[src/rtl/multi_stepper_driver.sv]
// Multi-channel stepper motor driver.
// A shared step-rate tick advances one IDLE/MOVE/HOLD controller per channel.
// Each controller issues step pulses, keeps the coils energised for a hold
// period after the last step, and reports completion.
module multi_stepper_driver #(
  parameter int NUM_CH     = 2,
  parameter int STEP_W     = 12,
  parameter int HOLD_STEPS = 50
) (
  input  logic                     clock,
  input  logic                     reset_n,
  input  logic                     step_clock,
  input  logic [NUM_CH-1:0]        start,
  input  logic [NUM_CH-1:0]        dir_in,
  input  logic [NUM_CH*STEP_W-1:0] steps,
  input  logic [NUM_CH-1:0]        abort,
  output logic [NUM_CH-1:0]        en_n,
  output logic [NUM_CH-1:0]        step_out,
  output logic [NUM_CH-1:0]        dir_out,
  output logic [NUM_CH-1:0]        busy,
  output logic [NUM_CH-1:0]        done,
  output logic                     all_done
);

  // Hold counter must be at least one bit wide even when no hold is requested.
  localparam int HOLD_W = (HOLD_STEPS < 1) ? 1 : $clog2(HOLD_STEPS + 1);

  typedef enum logic [1:0] {
    ST_IDLE = 2'd0,
    ST_MOVE = 2'd1,
    ST_HOLD = 2'd2
  } state_t;

  logic r_sc_meta;
  logic r_sc_sync;
  logic r_sc_prev;
  logic w_tick;
  logic r_all_done;

  // Two-flop synchroniser for step_clock plus a delayed copy for edge detection.
  always_ff @(posedge clock or negedge reset_n) begin
    if (!reset_n) begin
      r_sc_meta <= 1'b0;
      r_sc_sync <= 1'b0;
      r_sc_prev <= 1'b0;
    end else begin
      r_sc_meta <= step_clock;
      r_sc_sync <= r_sc_meta;
      r_sc_prev <= r_sc_sync;
    end
  end

  // One-clock tick on each synchronised rising edge, shared by all channels.
  assign w_tick = r_sc_sync & ~r_sc_prev;

  genvar gi;
  generate
    for (gi = 0; gi < NUM_CH; gi++) begin : g_ch
      state_t              r_state;
      logic [STEP_W-1:0]   r_cnt;
      logic [HOLD_W-1:0]   r_hold;
      logic                r_en_n;
      logic                r_step_out;
      logic                r_dir_out;
      logic                r_busy;
      logic                r_done;
      logic [STEP_W-1:0]   w_steps;

      assign w_steps = steps[gi*STEP_W +: STEP_W];

      // Per-channel controller; abort has priority over start and over ticks.
      always_ff @(posedge clock or negedge reset_n) begin
        if (!reset_n) begin
          r_state    <= ST_IDLE;
          r_cnt      <= '0;
          r_hold     <= '0;
          r_en_n     <= 1'b1;
          r_step_out <= 1'b0;
          r_dir_out  <= 1'b0;
          r_busy     <= 1'b0;
          r_done     <= 1'b1;
        end else begin
          r_step_out <= 1'b0;
          case (r_state)
            ST_IDLE: begin
              if (start[gi] && !abort[gi]) begin
                if (w_steps != '0) begin
                  r_cnt     <= w_steps;
                  r_dir_out <= dir_in[gi];
                  r_en_n    <= 1'b0;
                  r_busy    <= 1'b1;
                  r_done    <= 1'b0;
                  r_state   <= ST_MOVE;
                end else begin
                  // A zero-length move completes at once without energising.
                  r_done <= 1'b1;
                end
              end
            end
            ST_MOVE: begin
              if (abort[gi]) begin
                r_en_n  <= 1'b1;
                r_busy  <= 1'b0;
                r_done  <= 1'b1;
                r_state <= ST_IDLE;
              end else if (w_tick) begin
                r_step_out <= 1'b1;
                r_cnt      <= r_cnt - STEP_W'(1);
                if (r_cnt == STEP_W'(1)) begin
                  r_hold  <= HOLD_W'(HOLD_STEPS);
                  r_state <= ST_HOLD;
                end
              end
            end
            ST_HOLD: begin
              if (abort[gi] || (r_hold == '0)) begin
                r_en_n  <= 1'b1;
                r_busy  <= 1'b0;
                r_done  <= 1'b1;
                r_state <= ST_IDLE;
              end else if (w_tick) begin
                r_hold <= r_hold - HOLD_W'(1);
              end
            end
            default: begin
              r_en_n  <= 1'b1;
              r_busy  <= 1'b0;
              r_done  <= 1'b1;
              r_state <= ST_IDLE;
            end
          endcase
        end
      end

      assign en_n[gi]     = r_en_n;
      assign step_out[gi] = r_step_out;
      assign dir_out[gi]  = r_dir_out;
      assign busy[gi]     = r_busy;
      assign done[gi]     = r_done;
    end
  endgenerate

  // Registered summary of all channel completion flags.
  always_ff @(posedge clock or negedge reset_n) begin
    if (!reset_n) begin
      r_all_done <= 1'b1;
    end else begin
      r_all_done <= &done;
    end
  end

  assign all_done = r_all_done;

endmodule

[config.mk]
export PLATFORM = sky130hd
export DESIGN_NAME = multi_stepper_driver
export DESIGN_NICKNAME = d
export VERILOG_FILES = /design/src/rtl/multi_stepper_driver.sv
export SDC_FILE = /design/constraint.sdc
export NUM_CORES = 1
export LEC_CHECK = 0
export BUFFER_PORTS_ARGS = -buffer_cell sky130_fd_sc_hd__buf_4
export CORE_MARGIN = 2
export CORE_UTILIZATION = 55
export DETAILED_ROUTE_END_ITERATION = 6
export PLACE_DENSITY_LB_ADDON = 0.15
export SETUP_SLACK_MARGIN = 0.5
export SLEW_MARGIN = 25
export SYNTH_ARGS = -nofsm -noshare
export SYNTH_HDL_FRONTEND = slang
export SYNTH_SLANG_ARGS = --single-unit
[constraint.sdc]
create_clock -name clock -period 5.1 [get_ports clock]
set_clock_uncertainty 0.05 [all_clocks]
set_input_delay 0.255 -clock clock [delete_from_list [all_inputs] [get_ports clock]]
set_output_delay 0.255 -clock clock [all_outputs]
set_load 0.05 [all_outputs]
# Yosys cells after proc, flatten, opt, wreduce, memory -nomap -nowiden
# Index checks and enable logic that the tools add are counted.
# W data, S select, Z words.
[classes]
n_bitwise = 2
muxes = 67
eq_ne = 28
n_reduce_logical = 29
addsub = 4
[op_table]
columns = ["cell", "n"]
rows = [
  ["$mux W12", 8],
  ["$mux W6", 10],
  ["$pmux W12 S2", 2],
  ["$ne A2 B2 Y1 const B", 18],
  ["$mux W1", 25],
  ["$eq A12 B1 Y1 const B", 2],
  ["$mux W2", 12],
  ["$pmux W6 S2", 2],
  ["$reduce_bool A12 Y1", 2],
  ["$sub A12 B1 Y12 const B", 2],
  ["$reduce_and A5 Y1", 4],
  ["$pmux W1 S3", 6],
  ["$logic_not A6 Y1", 2],
  ["$ne A3 B3 Y1 const B", 4],
  ["$pmux W2 S3", 2],
  ["$reduce_and A3 Y1", 4],
  ["$reduce_and A6 Y1", 2],
  ["$sub A6 B1 Y6 const B", 2],
  ["$reduce_and A4 Y1", 2],
  ["$reduce_bool A2 Y1", 4],
  ["$eq A2 B1 Y1 const B", 2],
  ["$eq A2 B2 Y1 const B", 2],
  ["$logic_not A2 Y1", 2],
  ["$logic_and A1 B1 Y1", 2],
  ["5 further kinds", 7],
]
[totals]
output_inout_bits = 11
ff_bits = 54
inputBits = 33
elab_cells = 150

# Longest topological paths before layout
[depth]
depth_word = 5
depth_mapped = 7
ltp_nobuf = 6

# Worst setup path after synthesis
# OpenSTA, ideal clock, no wires.
[synth_timing]
kind = "register -> register"
start = "reg g_ch[1].r_cnt[0]"
end = "reg g_ch[1].r_cnt[8]"
arrival_ps = 1741
required_ps = 4929
setup_ps = 121
path_slack_ps = 3188
stages_incl_launch_ff = 7
synth_period_minus_slack_ps = 1912
path_cell_list = "dfrtp_1 inv_1 ha_1 or3b_2 nor4_1 a31oi_1 a2bb2oi_2"
[synth_via]
elab_chain_len = 4
[synth_lines]
columns = ["item", "line", "text"]
rows = [
  ["start: declaration", "60", "logic [STEP_W-1:0] r_cnt;"],
  ["start signal: assignment", "88", "r_cnt <= w_steps;"],
  ["start signal: assignment", "108", "r_cnt <= r_cnt - STEP_W'(1);"],
  ["$sub A12 B1 Y12", "108", ""],
  ["$mux W12", "106", "end else if (w_tick) begin"],
  ["$mux W12", "101", "if (abort[gi]) begin"],
  ["$pmux W12 S2", "84", "case (r_state)"],
]
# No other way between the ends. The select of a mux whose other input is x is not followed.
# A chain may end at the register's enable or synchronous reset.

# Worst setup path after layout
[layout_timing]
start = "reg g_ch[0].r_state[1]"
end = "reg g_ch[0].r_cnt[8]"
[layout_via]
elab_chain_len = 3
[layout_lines]
columns = ["item", "line", "text"]
rows = [
  ["start: declaration", "59", "state_t r_state;"],
  ["start signal: assignment", "74", "r_state <= ST_IDLE;"],
  ["start signal: assignment", "93", "r_state <= ST_MOVE;"],
  ["start signal: assignment", "105", "r_state <= ST_IDLE;"],
  ["$eq A2 B1 Y1 / $logic_not A2 Y1 (equally long branches)", "84", ""],
  ["$ne A2 B2 Y1 (no line) / $reduce_bool A2 Y1 (equally long branches)", "-", ""],
  ["$reduce_and A5 Y1 (no line)", "-", ""],
  ["end signal: assignment", "88", ""],
  ["end signal: assignment", "108", ""],
  ["end: declaration", "60", ""],
]
# Parallel ways exist; a longest one is shown, timed or not.

==> flow_metrics.py <==
metrics = {
    "status": {
        "status": "completed",
    },
    "cells_and_area": {
        "drive_above_1_share_pct": 22.3,
        "fin_nets": 412,
        "postLayoutCoreUtil_pct": 63.1,
        "n_antenna_cell": 0,
        "syn_to_final_growth_pct": 10.6,
    },
    "critical_path": {
        "slowest_delay_ns": 0.91,
        "crit_buf_inv": 0,
        "reg2reg_setup_slack_ns": 2.37,
        "rr_worst_depth": 4,
        "required_ns": 5.24,
        "cp-end-kind": "flip-flop",
        "cp_slowest_cell": "nor2_1",
        "critPathLaunchType": "flip-flop",
        "cp_max_fo": 27,
        "path_class": "reg -> reg",
        "worstReg2RegStart": "g_ch[0].r_state[1]",
        "crit_top_cell": "nor2_1",
        "r2r-end": "g_ch[0].r_cnt[8]",
        "cp_top_family": "simple AND/OR/NAND/NOR gates",
        "arrival_ns": 2.86,
        "path_cells": "nand2b_1, nor2_1, nor2_1, a2bb2oi_1",
    },
    "route": {
        "firstDrtPassIters": 4,
        "drtIter0Drc": 159,
        "wl_per_cell_um": 16.5,
        "postRouteAntennaNets": 0,
        "vias_per_cell": 6.28,
        "drc_errors": 0,
        "drt_wl_total_um": 7370,
        "vias": 2806,
    },
    "timing": {
        "rsz0062_at_grt": "false",
        "tns_ns": 0,
        "finalSetupViolations": 0,
        "finalHoldViolations": 0,
        "final_max_slew_viol_count": 0,
        "tightest_slew_ns": 1.07,
        "min_period_ns": 2.73,
        "period_share_pct": 53.5,
        "slew_headroom_pct": 28.3,
        "fmax_ghz": 0.367,
        "hold-worst-slack_ns": 0.110,
    },
    "synthesis": {
        "synth_ff_type": "dfrtp_1",
        "yosysUniqueCellTypes": 70,
        "async_reset_ff_share_pct": 100,
        "synth_edf_count": 0,
        "avgSynthCellArea_um2": 9.68,
        "post_synth_inst_count": 349,
        "syn-num-nets": 390,
        "yosys_warnings": 0,
        "ys_ff_latch": 54,
        "netlist_area_um2": 3380,
        "ys_seq_area_share_pct": 40.2,
    },
    "clock_tree": {
        "cts_tree": "done",
        "cts.path.max_buffers": 2,
        "cts_root_buf": "clkbuf_8",
        "worstSkewPairLatency_ns": 0.31,
        "htree_levels": 2,
        "cts_buffers": 5,
        "clock_sinks": 54,
        "clkTransAtPathRegs_ns": 0.09,
    },
    "power": {
        "power_w": 0.00116,
        "leakage_nw": 1.54,
        "peakVddDrop_v": 0.000184,
        "p_per_area_nw_per_um2": 310,
    },
    "global_route": {
        "grt_max_degree": 55,
        "grt_pass1_wl_um": 12200,
        "antenna_found_initial": 0,
        "grt_usage_pct": 23.1,
        "gr-total-overflow": 0,
        "grt_pass1_vias": 2617,
    },
    "place": {
        "dp.final_hpwl_um": 5230,
        "place.gp.congestion": 0.811,
        "io_buffer_count": 43,
    },
    "run": {
        "maxCapViolations": 0,
    },
    "min_path": {
        "min_from": "dir_in[1]",
        "hold_path_depth": 2,
        "hold_class": "in -> reg",
        "hold_end": "g_ch[1].r_dir_out",
    },
    "floorplan": {
        "die_y_um": 82.4,
        "dieWidth_um": 82.4,
        "dieArea_um2": 6780,
        "ios": 44,
        "rows": 28,
        "core_area_um2": 5920,
        "start_util_pct": 57.0,
    },
}
-- state kept, by name, indices dropped and copies added (netlist names) --
signal	count
r_sc_sync	1
g_ch.r_hold	12
g_ch.r_dir_out	2
g_ch.r_cnt	24
g_ch.r_en_n	2
g_ch.r_busy	2
all_done	1
r_sc_prev	1
r_sc_meta	1
g_ch.r_done	2
g_ch.r_step_out	2
g_ch.r_state	4
-- report_power, final --
group          internal, W  switching (W)
Sequential        0.000497      0.0000676
Clock             0.000137       0.000140
Combinational     0.000130       0.000187
Total             0.000765       0.000394
-- worst max-delay path by stage --
stage | slack [ns] | end | start | depth (start not counted)
floorplan | 3.19 | g_ch[1].r_cnt[8] | g_ch[1].r_cnt[0] | 6
global placement | 2.58 | g_ch[0].r_cnt[8] | g_ch[0].r_state[1] | 4
detailed placement | 2.42 | g_ch[0].r_cnt[8] | g_ch[0].r_state[1] | 4
CTS | 2.42 | g_ch[0].r_cnt[8] | g_ch[0].r_state[1] | 4
global route | 2.13 | g_ch[0].r_cnt[6] | g_ch[0].r_state[1] | 4
finish | 2.37 | g_ch[0].r_cnt[8] | g_ch[0].r_state[1] | 4
-- cell type report --
cell class	count	area (um2)
clock buffers	8	110
fillers	502	2180
inverters	21	78.8
multi-input cells	244	1750
flip-flops and latches	54	1360
well taps	75	93.8
repair buffers	45	343
-- synthesized netlist by cell type, types with 2 or more instances --
cell	n	share of area, %
o21ai_0	4	0.59
a31o_2	2	0.52
or3_1	3	0.56
o22a_1	5	1.3
nand3_1	3	0.44
a22oi_1	9	2.0
mux2_2	2	0.67
ha_1	8	3.0
buf_6	3	1.0
a31oi_1	10	1.9
nand4_1	4	0.74
clkbuf_1	9	1.0
a21oi_1	22	3.3
o22ai_2	3	1.1
inv_1	21	2.3
a21boi_0	2	0.44
nor4_1	9	1.7
buf_1	2	0.22
dfstp_2	5	3.9
mux2i_1	3	0.89
a21o_1	4	0.89
a31o_1	2	0.52
dfrtp_1	49	36
or3b_2	2	0.52
nor2b_1	5	0.93
or4_4	2	0.67
or2_2	2	0.37
nor3_1	13	1.9
o22ai_1	14	2.6
nor3b_1	4	0.89
nor3_2	2	0.59
buf_4	10	2.2
o2bb2ai_1	14	3.6
nor2_1	34	3.8
nand2b_1	8	1.5
a211oi_1	2	0.44
buf_2	5	0.74
o21a_1	2	0.44
o31a_1	2	0.52
nor4b_1	2	0.52
a2bb2oi_2	2	0.89
or4_1	6	1.3
nand2_1	4	0.44
a2bb2oi_1	4	1.0
-- worst reg2reg max path: cells and delay by family (launching register included) --
family / cells / cell delay [ns]
compound gates: 1 / 0.22
flops: 1 / 0.47
simple gates: 3 / 1.86
-- cell families after synthesis --
family | Yosys count | share of synthesized area (%)
buffers and inverters | 51 | 7.97
muxes | 6 | 1.89
xor gates and xnor gates | 1 | 0.259
AOI/OAI and AO/OA | 115 | 26.0
and+or+nand+nor | 114 | 20.7
adders and majority gates | 8 | 2.96
DFF | 54 | 40.2
-- layout by cell type (no fill, tap or decap), drive strengths merged, types with 6 or more instances in the layout --
cell type  synthesis  final
o21ai              6      6
dfrtp             49     49
o2bb2ai           14     14
nand2b             8      8
nor2              35     35
ha                 8      8
clkbuf             9      8
a31oi             11     11
a22oi              9      9
inv               21     21
or4                8      8
o22ai             17     17
nor3              16     16
a2bb2oi            6      6
a21oi             23     23
buf               21     43
nor4              10     10
-- through the flow --
step | std cells | instance area [um2] | setup slack, ns
final | 447 | 3740 | 2.37
after global routing | 447 | 3740 | 2.13
after CTS | 447 | 3730 | 2.42
after detailed placement | 437 | 3600 | 2.42
after global placement | 437 | 3600 | 2.58
after floorplan | 349 | 3380 | 3.19
-- layer usage --
metal  track usage [%]  up-vias  wire length (um)
met2              35.7       63              3510
li1                  -     1356                 -
met4              7.50        0               122
met3              3.59       12               282
met5                 0        -                 0
met1              33.2     1375              3460
-- what timing repair did --
action | CTS | global route
hold endpoints to repair | 50 | 0
hold buffers | 2 | 0
setup buffers | 0 | 0
gates resized for setup | 0 | 0
(Power assumes the default switching activity.)
